[src/rtl/wfg_wb_seq_master_if.sv]
// ---------------------------------------------------------------------------
// wfg_wb_seq_master_if
//
// Wishbone bus bundle between the wfg script sequencer (initiator) and the
// wfg Wishbone responder.  Signal names keep the initiator's point of view
// (_o = driven by the initiator, _i = driven by the responder).
//
// Parameters
//   BUSW        Wishbone address/data width
//
// Signals
//   wbm_cyc_o   cycle valid
//   wbm_stb_o   strobe
//   wbm_we_o    1 = write, 0 = read
//   wbm_adr_o   byte address (BUSW bits)
//   wbm_dat_o   write data   (BUSW bits)
//   wbm_sel_o   byte lanes, always all-ones
//   wbm_ack_i   responder acknowledge
//   wbm_dat_i   responder read data (BUSW bits)
//
// Modports
//   master      used by wfg_wb_seq_master
//   slave       used by the responder
// ---------------------------------------------------------------------------
interface wfg_wb_seq_master_if #(
    parameter int BUSW = 32
);
    logic            wbm_cyc_o;
    logic            wbm_stb_o;
    logic            wbm_we_o;
    logic [BUSW-1:0] wbm_adr_o;
    logic [BUSW-1:0] wbm_dat_o;
    logic [3:0]      wbm_sel_o;
    logic            wbm_ack_i;
    logic [BUSW-1:0] wbm_dat_i;

    modport master (
        output wbm_cyc_o,
        output wbm_stb_o,
        output wbm_we_o,
        output wbm_adr_o,
        output wbm_dat_o,
        output wbm_sel_o,
        input  wbm_ack_i,
        input  wbm_dat_i
    );

    modport slave (
        input  wbm_cyc_o,
        input  wbm_stb_o,
        input  wbm_we_o,
        input  wbm_adr_o,
        input  wbm_dat_o,
        input  wbm_sel_o,
        output wbm_ack_i,
        output wbm_dat_i
    );
endinterface

[src/rtl/wfg_wb_seq_master.sv]
// ---------------------------------------------------------------------------
// wfg_wb_seq_master
//
// Script-driven Wishbone initiator for the waveform generator.  After a start
// pulse it fetches command words from a single-port, read-only script SRAM
// and turns them into Wishbone write/read cycles on the wfg register map, so
// the generator can be configured without a CPU.
//
// Script format (one 32-bit header word per command):
//   [31:30] opcode   00 END, 01 WRITE, 10 READ, 11 WAIT
//   [23:0]  arg      WRITE/READ: arg[7:0] = register address
//                    WAIT:       arg      = cycle count (0 is illegal)
//   WRITE is followed by one data word.
//
// Optional feature (compile-time macro WFG_WB_SEQ_TIMEOUT_EN):
//   defined     a bus access that sees no ack within TIMEOUT strobe cycles is
//               abandoned, error_o is set and the script stops.
//   undefined   the bus access waits for ack indefinitely.
//
// Parameters
//   BUSW        Wishbone address/data width
//   MEM_AW      script memory word-address width
//   TIMEOUT     strobe cycles allowed before giving up (timeout build only)
//
// Ports
//   wb_clk_i    clock, everything on the rising edge
//   wb_rst_ni   synchronous active-low reset
//   start_i     start pulse, ignored while busy
//   base_addr_i first script word, sampled on an accepted start
//   busy_o      script executing
//   done_o      sticky, END reached
//   error_o     sticky, illegal opcode or bus timeout
//   cmd_count_o commands completed since the last start
//   rd_data_o   data returned by the last completed READ
//   csb_o       script memory chip select (active low)
//   addr_o      script memory word address
//   dout_i      script memory read data, valid the cycle after csb_o=0
//   wbm         Wishbone initiator side (wfg_wb_seq_master_if.master)
// ---------------------------------------------------------------------------
module wfg_wb_seq_master #(
    parameter int BUSW    = 32,
    parameter int MEM_AW  = 10,
    parameter int TIMEOUT = 255
) (
    input  logic                 wb_clk_i,
    input  logic                 wb_rst_ni,

    input  logic                 start_i,
    input  logic [MEM_AW-1:0]    base_addr_i,
    output logic                 busy_o,
    output logic                 done_o,
    output logic                 error_o,
    output logic [MEM_AW-1:0]    cmd_count_o,
    output logic [BUSW-1:0]      rd_data_o,

    output logic                 csb_o,
    output logic [MEM_AW-1:0]    addr_o,
    input  logic [31:0]          dout_i,

    wfg_wb_seq_master_if.master  wbm
);

    // -----------------------------------------------------------------------
    // Opcodes and FSM states
    // -----------------------------------------------------------------------
    localparam logic [1:0] OP_END   = 2'b00;
    localparam logic [1:0] OP_WRITE = 2'b01;
    localparam logic [1:0] OP_READ  = 2'b10;
    localparam logic [1:0] OP_WAIT  = 2'b11;

    typedef enum logic [2:0] {
        S_IDLE    = 3'd0,
        S_HDR_REQ = 3'd1,
        S_HDR_CAP = 3'd2,
        S_DAT_REQ = 3'd3,
        S_DAT_CAP = 3'd4,
        S_WB      = 3'd5,
        S_DELAY   = 3'd6,
        S_STOP    = 3'd7
    } state_t;

    // -----------------------------------------------------------------------
    // State
    // -----------------------------------------------------------------------
    state_t              state_q,     state_d;
    logic [MEM_AW-1:0]   ptr_q,       ptr_d;       // next script word
    logic [1:0]          op_q,        op_d;        // opcode of current command
    logic [23:0]         arg_q,       arg_d;       // argument of current command
    logic [BUSW-1:0]     wdat_q,      wdat_d;      // WRITE data word
    logic [23:0]         delay_q,     delay_d;     // WAIT cycles remaining
    logic                done_q,      done_d;
    logic                error_q,     error_d;
    logic [MEM_AW-1:0]   cmd_count_q, cmd_count_d;
    logic [BUSW-1:0]     rd_data_q,   rd_data_d;

`ifdef WFG_WB_SEQ_TIMEOUT_EN
    // Counts strobe cycles of the current access; wraps after TIMEOUT-1.
    localparam int TO_W = (TIMEOUT > 1) ? $clog2(TIMEOUT) : 1;
    localparam logic [TO_W-1:0] TO_LAST = TO_W'(TIMEOUT - 1);
    logic [TO_W-1:0]     to_q,        to_d;
`endif

    // -----------------------------------------------------------------------
    // Next-state logic
    // -----------------------------------------------------------------------
    always_comb begin
        state_d     = state_q;
        ptr_d       = ptr_q;
        op_d        = op_q;
        arg_d       = arg_q;
        wdat_d      = wdat_q;
        delay_d     = delay_q;
        done_d      = done_q;
        error_d     = error_q;
        cmd_count_d = cmd_count_q;
        rd_data_d   = rd_data_q;
`ifdef WFG_WB_SEQ_TIMEOUT_EN
        to_d        = to_q;
`endif

        unique case (state_q)
            S_IDLE: begin
                if (start_i) begin
                    done_d      = 1'b0;
                    error_d     = 1'b0;
                    cmd_count_d = '0;
                    ptr_d       = base_addr_i;
                    state_d     = S_HDR_REQ;
                end
            end

            // Memory read request; the word appears on dout_i next cycle.
            S_HDR_REQ: state_d = S_HDR_CAP;

            S_HDR_CAP: begin
                op_d  = dout_i[31:30];
                arg_d = dout_i[23:0];
                ptr_d = ptr_q + MEM_AW'(1);   // wraps modulo 2^MEM_AW
`ifdef WFG_WB_SEQ_TIMEOUT_EN
                to_d  = '0;
`endif
                unique case (dout_i[31:30])
                    OP_END: begin
                        done_d  = 1'b1;
                        state_d = S_STOP;
                    end
                    OP_WRITE: state_d = S_DAT_REQ;
                    OP_READ:  state_d = S_WB;
                    OP_WAIT: begin
                        if (dout_i[23:0] == 24'd0) begin
                            // A zero-length wait is treated as a corrupt script.
                            error_d = 1'b1;
                            state_d = S_STOP;
                        end else begin
                            delay_d = dout_i[23:0];
                            state_d = S_DELAY;
                        end
                    end
                    default: state_d = S_STOP;
                endcase
            end

            S_DAT_REQ: state_d = S_DAT_CAP;

            S_DAT_CAP: begin
                wdat_d  = BUSW'(dout_i);
                ptr_d   = ptr_q + MEM_AW'(1);
                state_d = S_WB;
            end

            // cyc/stb are decoded from this state, so leaving it on the ack
            // edge drops them on that same edge and guarantees at least one
            // idle cycle (the next header fetch) between accesses.
            S_WB: begin
                if (wbm.wbm_ack_i) begin
                    if (op_q == OP_READ) begin
                        rd_data_d = wbm.wbm_dat_i;
                    end
                    cmd_count_d = cmd_count_q + MEM_AW'(1);
                    state_d     = S_HDR_REQ;
                end
`ifdef WFG_WB_SEQ_TIMEOUT_EN
                else if (to_q == TO_LAST) begin
                    // Abandoned access is not counted as a completed command.
                    error_d = 1'b1;
                    state_d = S_STOP;
                end else begin
                    to_d = to_q + TO_W'(1);
                end
`endif
            end

            // Stays here exactly arg cycles (arg >= 1 guaranteed above).
            S_DELAY: begin
                if (delay_q == 24'd1) begin
                    cmd_count_d = cmd_count_q + MEM_AW'(1);
                    state_d     = S_HDR_REQ;
                end else begin
                    delay_d = delay_q - 24'd1;
                end
            end

            // One cycle with busy low before IDLE; a start arriving now is
            // deliberately dropped.
            S_STOP: state_d = S_IDLE;

            default: state_d = S_IDLE;
        endcase
    end

    // -----------------------------------------------------------------------
    // Registers
    // -----------------------------------------------------------------------
    always_ff @(posedge wb_clk_i) begin
        if (!wb_rst_ni) begin
            state_q     <= S_IDLE;
            ptr_q       <= '0;
            op_q        <= OP_END;
            arg_q       <= '0;
            wdat_q      <= '0;
            delay_q     <= '0;
            done_q      <= 1'b0;
            error_q     <= 1'b0;
            cmd_count_q <= '0;
            rd_data_q   <= '0;
`ifdef WFG_WB_SEQ_TIMEOUT_EN
            to_q        <= '0;
`endif
        end else begin
            state_q     <= state_d;
            ptr_q       <= ptr_d;
            op_q        <= op_d;
            arg_q       <= arg_d;
            wdat_q      <= wdat_d;
            delay_q     <= delay_d;
            done_q      <= done_d;
            error_q     <= error_d;
            cmd_count_q <= cmd_count_d;
            rd_data_q   <= rd_data_d;
`ifdef WFG_WB_SEQ_TIMEOUT_EN
            to_q        <= to_d;
`endif
        end
    end

    // -----------------------------------------------------------------------
    // Outputs: decoded from the registered state so reset clears them on the
    // edge it is sampled.
    // -----------------------------------------------------------------------
    assign busy_o      = (state_q != S_IDLE) && (state_q != S_STOP);
    assign done_o      = done_q;
    assign error_o     = error_q;
    assign cmd_count_o = cmd_count_q;
    assign rd_data_o   = rd_data_q;

    assign csb_o       = !((state_q == S_HDR_REQ) || (state_q == S_DAT_REQ));
    assign addr_o      = ptr_q;

    assign wbm.wbm_cyc_o = (state_q == S_WB);
    assign wbm.wbm_stb_o = (state_q == S_WB);
    assign wbm.wbm_we_o  = (state_q == S_WB) && (op_q == OP_WRITE);
    assign wbm.wbm_adr_o = BUSW'(arg_q[7:0]);
    assign wbm.wbm_dat_o = wdat_q;
    assign wbm.wbm_sel_o = 4'b1111;

endmodule

[src/flat_wrapper.sv]
// flat-port wrapper written by rule: the top's interface ports become plain ports
module wfg_wb_seq_master_flat 
#(
    parameter int BUSW    = 32,
    parameter int MEM_AW  = 10,
    parameter int TIMEOUT = 255
)
  (wb_clk_i, wb_rst_ni, start_i, base_addr_i, busy_o, done_o, error_o, cmd_count_o, rd_data_o, csb_o, addr_o, dout_i, wbm_wbm_cyc_o, wbm_wbm_stb_o, wbm_wbm_we_o, wbm_wbm_adr_o, wbm_wbm_dat_o, wbm_wbm_sel_o, wbm_wbm_ack_i, wbm_wbm_dat_i);
  wfg_wb_seq_master_if #(.BUSW(BUSW)) wbm_i ();
  input  logic wb_clk_i;
  input  logic wb_rst_ni;
  input  logic start_i;
  input  logic [MEM_AW-1:0] base_addr_i;
  output logic busy_o;
  output logic done_o;
  output logic error_o;
  output logic [MEM_AW-1:0] cmd_count_o;
  output logic [BUSW-1:0] rd_data_o;
  output logic csb_o;
  output logic [MEM_AW-1:0] addr_o;
  input  logic [31:0] dout_i;
  output wire logic [$bits(wbm_i.wbm_cyc_o)-1:0] wbm_wbm_cyc_o;
  output wire logic [$bits(wbm_i.wbm_stb_o)-1:0] wbm_wbm_stb_o;
  output wire logic [$bits(wbm_i.wbm_we_o)-1:0] wbm_wbm_we_o;
  output wire logic [$bits(wbm_i.wbm_adr_o)-1:0] wbm_wbm_adr_o;
  output wire logic [$bits(wbm_i.wbm_dat_o)-1:0] wbm_wbm_dat_o;
  output wire logic [$bits(wbm_i.wbm_sel_o)-1:0] wbm_wbm_sel_o;
  input wire logic [$bits(wbm_i.wbm_ack_i)-1:0] wbm_wbm_ack_i;
  input wire logic [$bits(wbm_i.wbm_dat_i)-1:0] wbm_wbm_dat_i;
  assign wbm_wbm_cyc_o = wbm_i.wbm_cyc_o;
  assign wbm_wbm_stb_o = wbm_i.wbm_stb_o;
  assign wbm_wbm_we_o = wbm_i.wbm_we_o;
  assign wbm_wbm_adr_o = wbm_i.wbm_adr_o;
  assign wbm_wbm_dat_o = wbm_i.wbm_dat_o;
  assign wbm_wbm_sel_o = wbm_i.wbm_sel_o;
  assign wbm_i.wbm_ack_i = wbm_wbm_ack_i;
  assign wbm_i.wbm_dat_i = wbm_wbm_dat_i;
  wfg_wb_seq_master #(.BUSW(BUSW), .MEM_AW(MEM_AW), .TIMEOUT(TIMEOUT)) u_core (.wb_clk_i(wb_clk_i), .wb_rst_ni(wb_rst_ni), .start_i(start_i), .base_addr_i(base_addr_i), .busy_o(busy_o), .done_o(done_o), .error_o(error_o), .cmd_count_o(cmd_count_o), .rd_data_o(rd_data_o), .csb_o(csb_o), .addr_o(addr_o), .dout_i(dout_i), .wbm(wbm_i));
endmodule
[config.mk]
export PLATFORM = sky130hd
export DESIGN_NAME = wfg_wb_seq_master_flat
export DESIGN_NICKNAME = d
export VERILOG_FILES = /design/src/rtl/wfg_wb_seq_master_if.sv /design/src/rtl/wfg_wb_seq_master.sv /design/src/flat_wrapper.sv
export SDC_FILE = /design/constraint.sdc
export NUM_CORES = 1
export LEC_CHECK = 0
export ABC_AREA = 1
export CAP_MARGIN = 20
export CORE_ASPECT_RATIO = 0.7
export CORE_MARGIN = 8
export CORE_UTILIZATION = 34
export DETAILED_ROUTE_END_ITERATION = 12
export PLACE_DENSITY = 0.64
export SLEW_MARGIN = 20
export SYNTH_ARGS = -nofsm -noshare
export SYNTH_HDL_FRONTEND = slang
export SYNTH_SLANG_ARGS = --single-unit
export TNS_END_PERCENT = 5
[constraint.sdc]
create_clock -name wb_clk_i -period 1.49 [get_ports wb_clk_i]
set_input_delay 0.298 -clock wb_clk_i [delete_from_list [all_inputs] [get_ports wb_clk_i]]
set_output_delay 0.298 -clock wb_clk_i [all_outputs]
set_load 0.02 [all_outputs]
==> results of run 1 <==
## placed cells by master, fill, tap and decap left out, types with 3 or more instances in the layout
| cell type | Yosys | layout |
|---|---|---|
| dfxtp_4 | 0 | 3 |
| or2_2 | 4 | 4 |
| nand3_1 | 37 | 32 |
| xor2_1 | 4 | 4 |
| inv_2 | 5 | 6 |
| buf_4 | 35 | 133 |
| dlygate4sd2_1 | 0 | 76 |
| o21ai_1 | 1 | 14 |
| a21oi_1 | 61 | 50 |
| clkdlybuf4s15_1 | 0 | 7 |
| clkdlybuf4s15_2 | 0 | 4 |
| a211oi_1 | 3 | 3 |
| clkbuf_2 | 3 | 7 |
| inv_1 | 68 | 63 |
| nor2_4 | 2 | 16 |
| xnor2_1 | 4 | 4 |
| dfxtp_2 | 0 | 10 |
| nand2_4 | 0 | 4 |
| inv_6 | 0 | 8 |
| nand2_2 | 4 | 15 |
| dfxtp_1 | 123 | 110 |
| nor2_2 | 2 | 24 |
| o211ai_1 | 3 | 3 |
| a21oi_2 | 0 | 10 |
| nor2_1 | 207 | 171 |
| clkbuf_16 | 0 | 20 |
| buf_12 | 0 | 5 |
| o21ai_0 | 108 | 94 |
| nand2_1 | 162 | 146 |
| inv_8 | 0 | 3 |
| inv_4 | 0 | 4 |
| nand3_2 | 1 | 4 |
| clkdlybuf4s50_1 | 0 | 76 |
| nand4_1 | 11 | 11 |
| buf_6 | 0 | 15 |
| conb_1 | 2 | 28 |
## worst max-delay path, cell delays in order (launching register included)
cell	delay (ns)
dfxtp_4	0.35
inv_4	0.05
nor3_4	0.20
inv_2	0.08
nor3_4	0.14
buf_6	0.14
## metal layers
layer,part of all wire,up-vias,track usage
met2,0.43,205,0.283
li1,-,3457,-
met4,0.0067,0,0.0298
met1,0.47,3214,0.251
met5,0,-,0
met3,0.093,16,0.0833
## synth_stat cells, drive strengths merged (3+ instances only)
library cell	count	area share
nor2	211	0.13
o21ai	109	0.090
nand3	38	0.032
inv	73	0.045
xnor2	4	0.0058
clkbuf	23	0.015
xor2	4	0.0058
a211oi	3	0.0037
or2	4	0.0041
buf	43	0.049
ha	4	0.0083
nand4	11	0.011
nor3	4	0.0052
nand2	166	0.10
o211ai	3	0.0037
dfxtp	123	0.41
a21oi	61	0.051
## power by group through the flow
stage | Combinational (mW) | Clock, mW | Sequential (mW)
finish | 7.88 | 4.27 | 4.39
global route | 8.71 | 4.49 | 4.47
CTS | 7.16 | 4.32 | 4.34
detailed placement | 7.33 | 0 | 4.39
global placement | 7.26 | 0 | 4.38
floorplan | 3.30 | 0 | 5.00
## cell families after synthesis
group	after synthesis
buf+inv	140
xor+xnor	8
fa+ha+maj	4
compound gates	186
flops	123
other cells	2
simple gates	437
## repair_timing
action | CTS | global route
gates cloned | 0 | 5
pin swaps | 4 | 27
buffers inserted | 0 | 12
endpoints found under the setup margin | 176 | 107
resized for setup | 165 | 142
## state kept, by name, summed over array words and instances (netlist names)
| register | flops |
|---|---|
| u_core.addr_o | 10 |
| u_core.arg_q | 8 |
| u_core.cmd_count_o | 10 |
| u_core.delay_q | 24 |
| u_core.done_o | 1 |
| u_core.error_o | 1 |
| u_core.op_q | 2 |
| u_core.rd_data_o | 32 |
| u_core.state_q | 3 |
| u_core.wbm.wbm_dat_o | 32 |
## final timing paths
kind                                  end  slack, ns
setup / recovery             wbm_wbm_we_o      -0.19
hold / removal             u_core.op_q[0]       0.22
setup reg to reg    u_core.cmd_count_o[5]      -0.12
hold reg to reg   u_core.wbm.wbm_dat_o[7]       0.48
## final cells by class
type / count / area share
Clock buffer: 17 / 0.0425
Inverter: 74 / 0.0300
Sequential cell: 123 / 0.248
Timing Repair inverter: 2 / 0.00200
Tap cell: 231 / 0.0289
Timing Repair Buffer: 328 / 0.294
Multi-Input combinational cell: 663 / 0.337
Clock inverter: 15 / 0.0174
## per-stage QoR
| step | setup TNS, ns | area (um2) | power [mW] |
|---|---|---|---|
| 2_1_floorplan | -7.22 | 6160 | 8.30 |
| 3_3_place_gp | -24.31 | 8860 | 11.6 |
| 3_5_place_dp | -25.97 | 8860 | 11.7 |
| 4_1_cts | -6.07 | 9440 | 15.8 |
| 5_1_grt | -13.49 | 10000 | 17.7 |
| 6_report | -5.74 | 10000 | 16.5 |
==> results.yml, run 1 <==
power_and_ir_drop:
  p_int_mw: 9.94
  ir_worst_vdd_mv: 0.878
  clkPwrFrac: 0.258
  p_leak_nw: 4.79
  power_frac_comb: 0.477
  p_sw_mw: 6.60
  p_per_area_nw_per_um2: 1650
  swShare: 0.399
  p_seq_frac: 0.265
placement:
  portBuffers: 176
  gp_congestion: 0.855
  place_ws_ns: -0.578
  dp_hpwl_um: 16000
  dp.cells: 1404
clock_tree:
  ctsHtreeMaxLevel: 4
  cts_buffer_depth: 2
  clk_latency_ns: 0.42
  ctsHoldBuffers: 0
  cts-root-buf: "clkbuf_16"
  numCtsBuffers: 17
  tritoncts: "yes"
  path_clk_slew_ns: 0.06
  cts.sinks: 123
floorplan:
  die-area_um2: 22300
  die_w_um: 175
  std_cell_rows: 40
  core_um2: 17300
  start_util: 0.349
  die_y_um: 127
  io_pins: 205
detailed_routing:
  drc: 0
  first_pass_iters: 5
  wl_um: 22100
  ant_nets: 0
  wl_per_cell_um: 15.2
  via_per_inst: 4.74
  vias: 6892
  drt_iter0_markers: 408
synth:
  synthFlopType: "dfxtp_1"
  synth_fa_ha_area_frac: 0.00830
  synth_top_family_by_area: "simple AND/OR/NAND/NOR gates"
  yosys.area_share.simple: 0.299
  ys_ff_latch: 123
  synth-xor-area-share: 0.0116
  syn_avg_cell_area_um2: 6.70
  synth_seq_area_share: 0.408
  synth_cell_types: 39
  synth-warning-count: 0
  syn_inst: 900
  synth_edf_count: 0
  synth_compound_area_frac: 0.161
  synthArstFlopShare: 0
  muxShareOfSynthArea: 0
  netlist_area_um2: 6030
layout:
  antenna_cells_inserted: 0
  fin_util: 0.580
  layout.cells.non_filler: 1453
  num-fill-cells: 1637
  regArea_um2: 2490
  fin_nets: 1291
  drive_above_1_share: 0.258
  multiInputGateArea_um2: 3370
  syn2layout_area_growth_pct: 66.0
setup_path:
  crit_path_max_fanout: 4
  crit_required_ns: 1.19
  rr_worst_depth: 11
  critPathArrivalTime_ns: 1.38
  crit_start: "u_core.state_q[2]"
  crit-reg2reg-launch: "u_core.delay_q[8]"
  cp-end-kind: "output pin"
  crit_path_start_kind: "flop"
  critPathKind: "flop to output pin"
sta:
  fin_skew_ns: 0.00999
  fmax_ghz: 0.596
  rsz0062_at_grt: "yes"
  whs_ns: 0.215
  timing.final.crit_share: 1.13
  finalHoldViolCount: 0
  slew_viol_final: 0
  min_period_ns: 1.68
  fin_ws_ns: -0.189
  setup_viol_count_final: 72
grt:
  grt_pass1_wl_um: 34400
  grt_max_degree: 58
  grt_remaining_overflow: 0
  antenna_found_initial: 0
  grt_usage: 0.189
  grt_pass1_vias: 6674
worst_hold_path:
  whs_path_depth: 3
  holdCritStartpoint: "wb_rst_ni"
  min_path_type: "primary input to flop"
status:
  status: "finished, violations left"
  violations: "setup timing"
job:
  drv_cap: 0
Power figures use the tool's default switching activity.
==> inputs of run 2 (changes only) <==
- SETUP_SLACK_MARGIN: default -> 0.5
==> results.yml, run 2 (same netlist as run 1, synthesis figures left out) <==
setup_path:
  cp_slowest_cell: "dfxtp_4"
  critPathArrivalTime_ns: 1.39
  cp.depth: 4
  crit_buf_inv: 3
  critPathKind: "flop to output pin"
  crit_required_ns: 1.19
  cp-end-kind: "output pin"
  crit_chain: "inv_4 > nor3_4 > buf_4 > buf_2"
  crit_path_max_fanout: 4
  critical_path.max_stage_delay_ns: 0.36
  crit_path_start_kind: "flop"
  critPathTopFamily: "buffers and inverters"
  rr_worst_depth: 9
clock_tree:
  path_clk_slew_ns: 0.06
  ctsHoldBuffers: 0
  cts.sinks: 123
  cts-root-buf: "clkbuf_16"
  numCtsBuffers: 17
  tritoncts: "yes"
  ctsHtreeMaxLevel: 4
  cts_buffer_depth: 2
  clk_latency_ns: 0.43
grt:
  grt_usage: 0.195
  grt_pass1_wl_um: 35200
  antenna_found_initial: 0
  grt_remaining_overflow: 0
  grt_pass1_vias: 6650
  grt_max_degree: 57
worst_hold_path:
  min_path_type: "primary input to flop"
  whs_path_depth: 3
sta:
  fmax_ghz: 0.593
  fin_skew_ns: 0.0111
  setup_viol_count_final: 80
  min_period_ns: 1.69
  slew_viol_final: 0
  timing.final.crit_share: 1.13
  rsz0062_at_grt: "yes"
  fin_ws_ns: -0.197
  finalHoldViolCount: 0
detailed_routing:
  drt_iter0_markers: 426
  drc: 0
  wl_um: 23000
  wl_per_cell_um: 15.8
  first_pass_iters: 5
  ant_nets: 0
  via_per_inst: 4.77
  vias: 6956
power_and_ir_drop:
  p_int_mw: 10.3
  p_seq_frac: 0.266
  p_sw_mw: 6.87
  ir_worst_vdd_mv: 0.903
  p_per_area_nw_per_um2: 1660
  swShare: 0.401
  p_leak_nw: 4.72
  power_frac_comb: 0.499
  clkPwrFrac: 0.235
layout:
  fin_nets: 1297
  drive_above_1_share: 0.373
  final_common_cell: "nor2_1"
  fin_util: 0.598
  num-fill-cells: 1577
  syn2layout_area_growth_pct: 71.2
  layout.cells.non_filler: 1459
  antenna_cells_inserted: 0
  layout_common_cells: "177 x nor2_1, 142 x buf_4, 140 x nand2_1"
status:
  violations: "setup timing"
  status: "finished, violations left"
floorplan:
  die_y_um: 127
  io_pins: 205
  std_cell_rows: 40
  core_um2: 17300
  start_util: 0.349
  die-area_um2: 22300
  die_w_um: 175
placement:
  place_ws_ns: -0.569
  dp.cells: 1401
  dp_hpwl_um: 16000
  portBuffers: 176
  gp_congestion: 0.867
job:
  drv_cap: 0
[run 2: cell count changes in the layout (fill, tap and decap cells not counted), sizes merged]
cell	before	now
bufinv	2	0
dlygate4sd2	76	0
clkbuf	27	22
buf	155	256
clkdlybuf4s15	11	0
clkinv	4	3
[run 2: tightest hold or removal path: stages]
cell	delay, ns
buf_2	0.19
nand2_1	0.09
nor2_1	0.04
[run 2: cell type report]
type	count	area, um2	area share
sequential	123	2550	0.247
timing repair buffer	336	3230	0.313
tap	231	289	0.0280
inverter	74	305	0.0296
clock buffer	18	439	0.0426
clock inverter	14	121	0.0118
multi-input combinational	663	3380	0.328
[run 2: final timing paths]
kind                                            start                    end  slack (ns)
worst min register to register  u_core.cmd_count_o[2]  u_core.cmd_count_o[2]        0.48
worst min-delay path                        wb_rst_ni     u_core.delay_q[16]        0.23
worst max register to register      u_core.state_q[2]   u_core.rd_data_o[17]       -0.16
worst max-delay path                u_core.state_q[2]          wbm_wbm_stb_o       -0.20
[run 2: layer usage]
layer	part of all wire	wire, um	track usage	vias up
met5	0	0	0	-
met3	0.092	2110	0.0789	32
met1	0.46	10600	0.254	3223
met2	0.43	9950	0.292	223
met4	0.017	380	0.0577	0
li1	-	-	-	3478
[run 2: metrics by stage]
stage / setup TNS [ns] / cell area, um2 / total power [mW] / hold slack (ns)
global route: -15.69 / 10300 / 18.2 / 0.238
finish: -8.39 / 10300 / 17.1 / 0.228
global placement: -27.26 / 8840 / 11.6 / 0.462
floorplan: -7.22 / 6160 / 8.30 / 0.433
detailed placement: -28.92 / 8840 / 11.6 / 0.465
CTS: -9.15 / 9850 / 16.5 / 0.223
[run 2: power by group through the flow]
| stage | registers [mW] | clock network (mW) | logic, mW |
|---|---|---|---|
| after floorplan | 5.00 | 0 | 3.30 |
| after global routing | 4.65 | 4.26 | 9.32 |
| after CTS | 4.54 | 4.07 | 7.87 |
| after detailed placement | 4.38 | 0 | 7.26 |
| after global placement | 4.38 | 0 | 7.20 |
| final | 4.57 | 4.02 | 8.55 |
[run 2: repair_timing]
item | in CTS | in global routing
gates cloned | 0 | 7
resized for setup | 689 | 110
setup endpoints to repair | 222 | 222
setup buffers | 15 | 4
pin swaps | 21 | 35
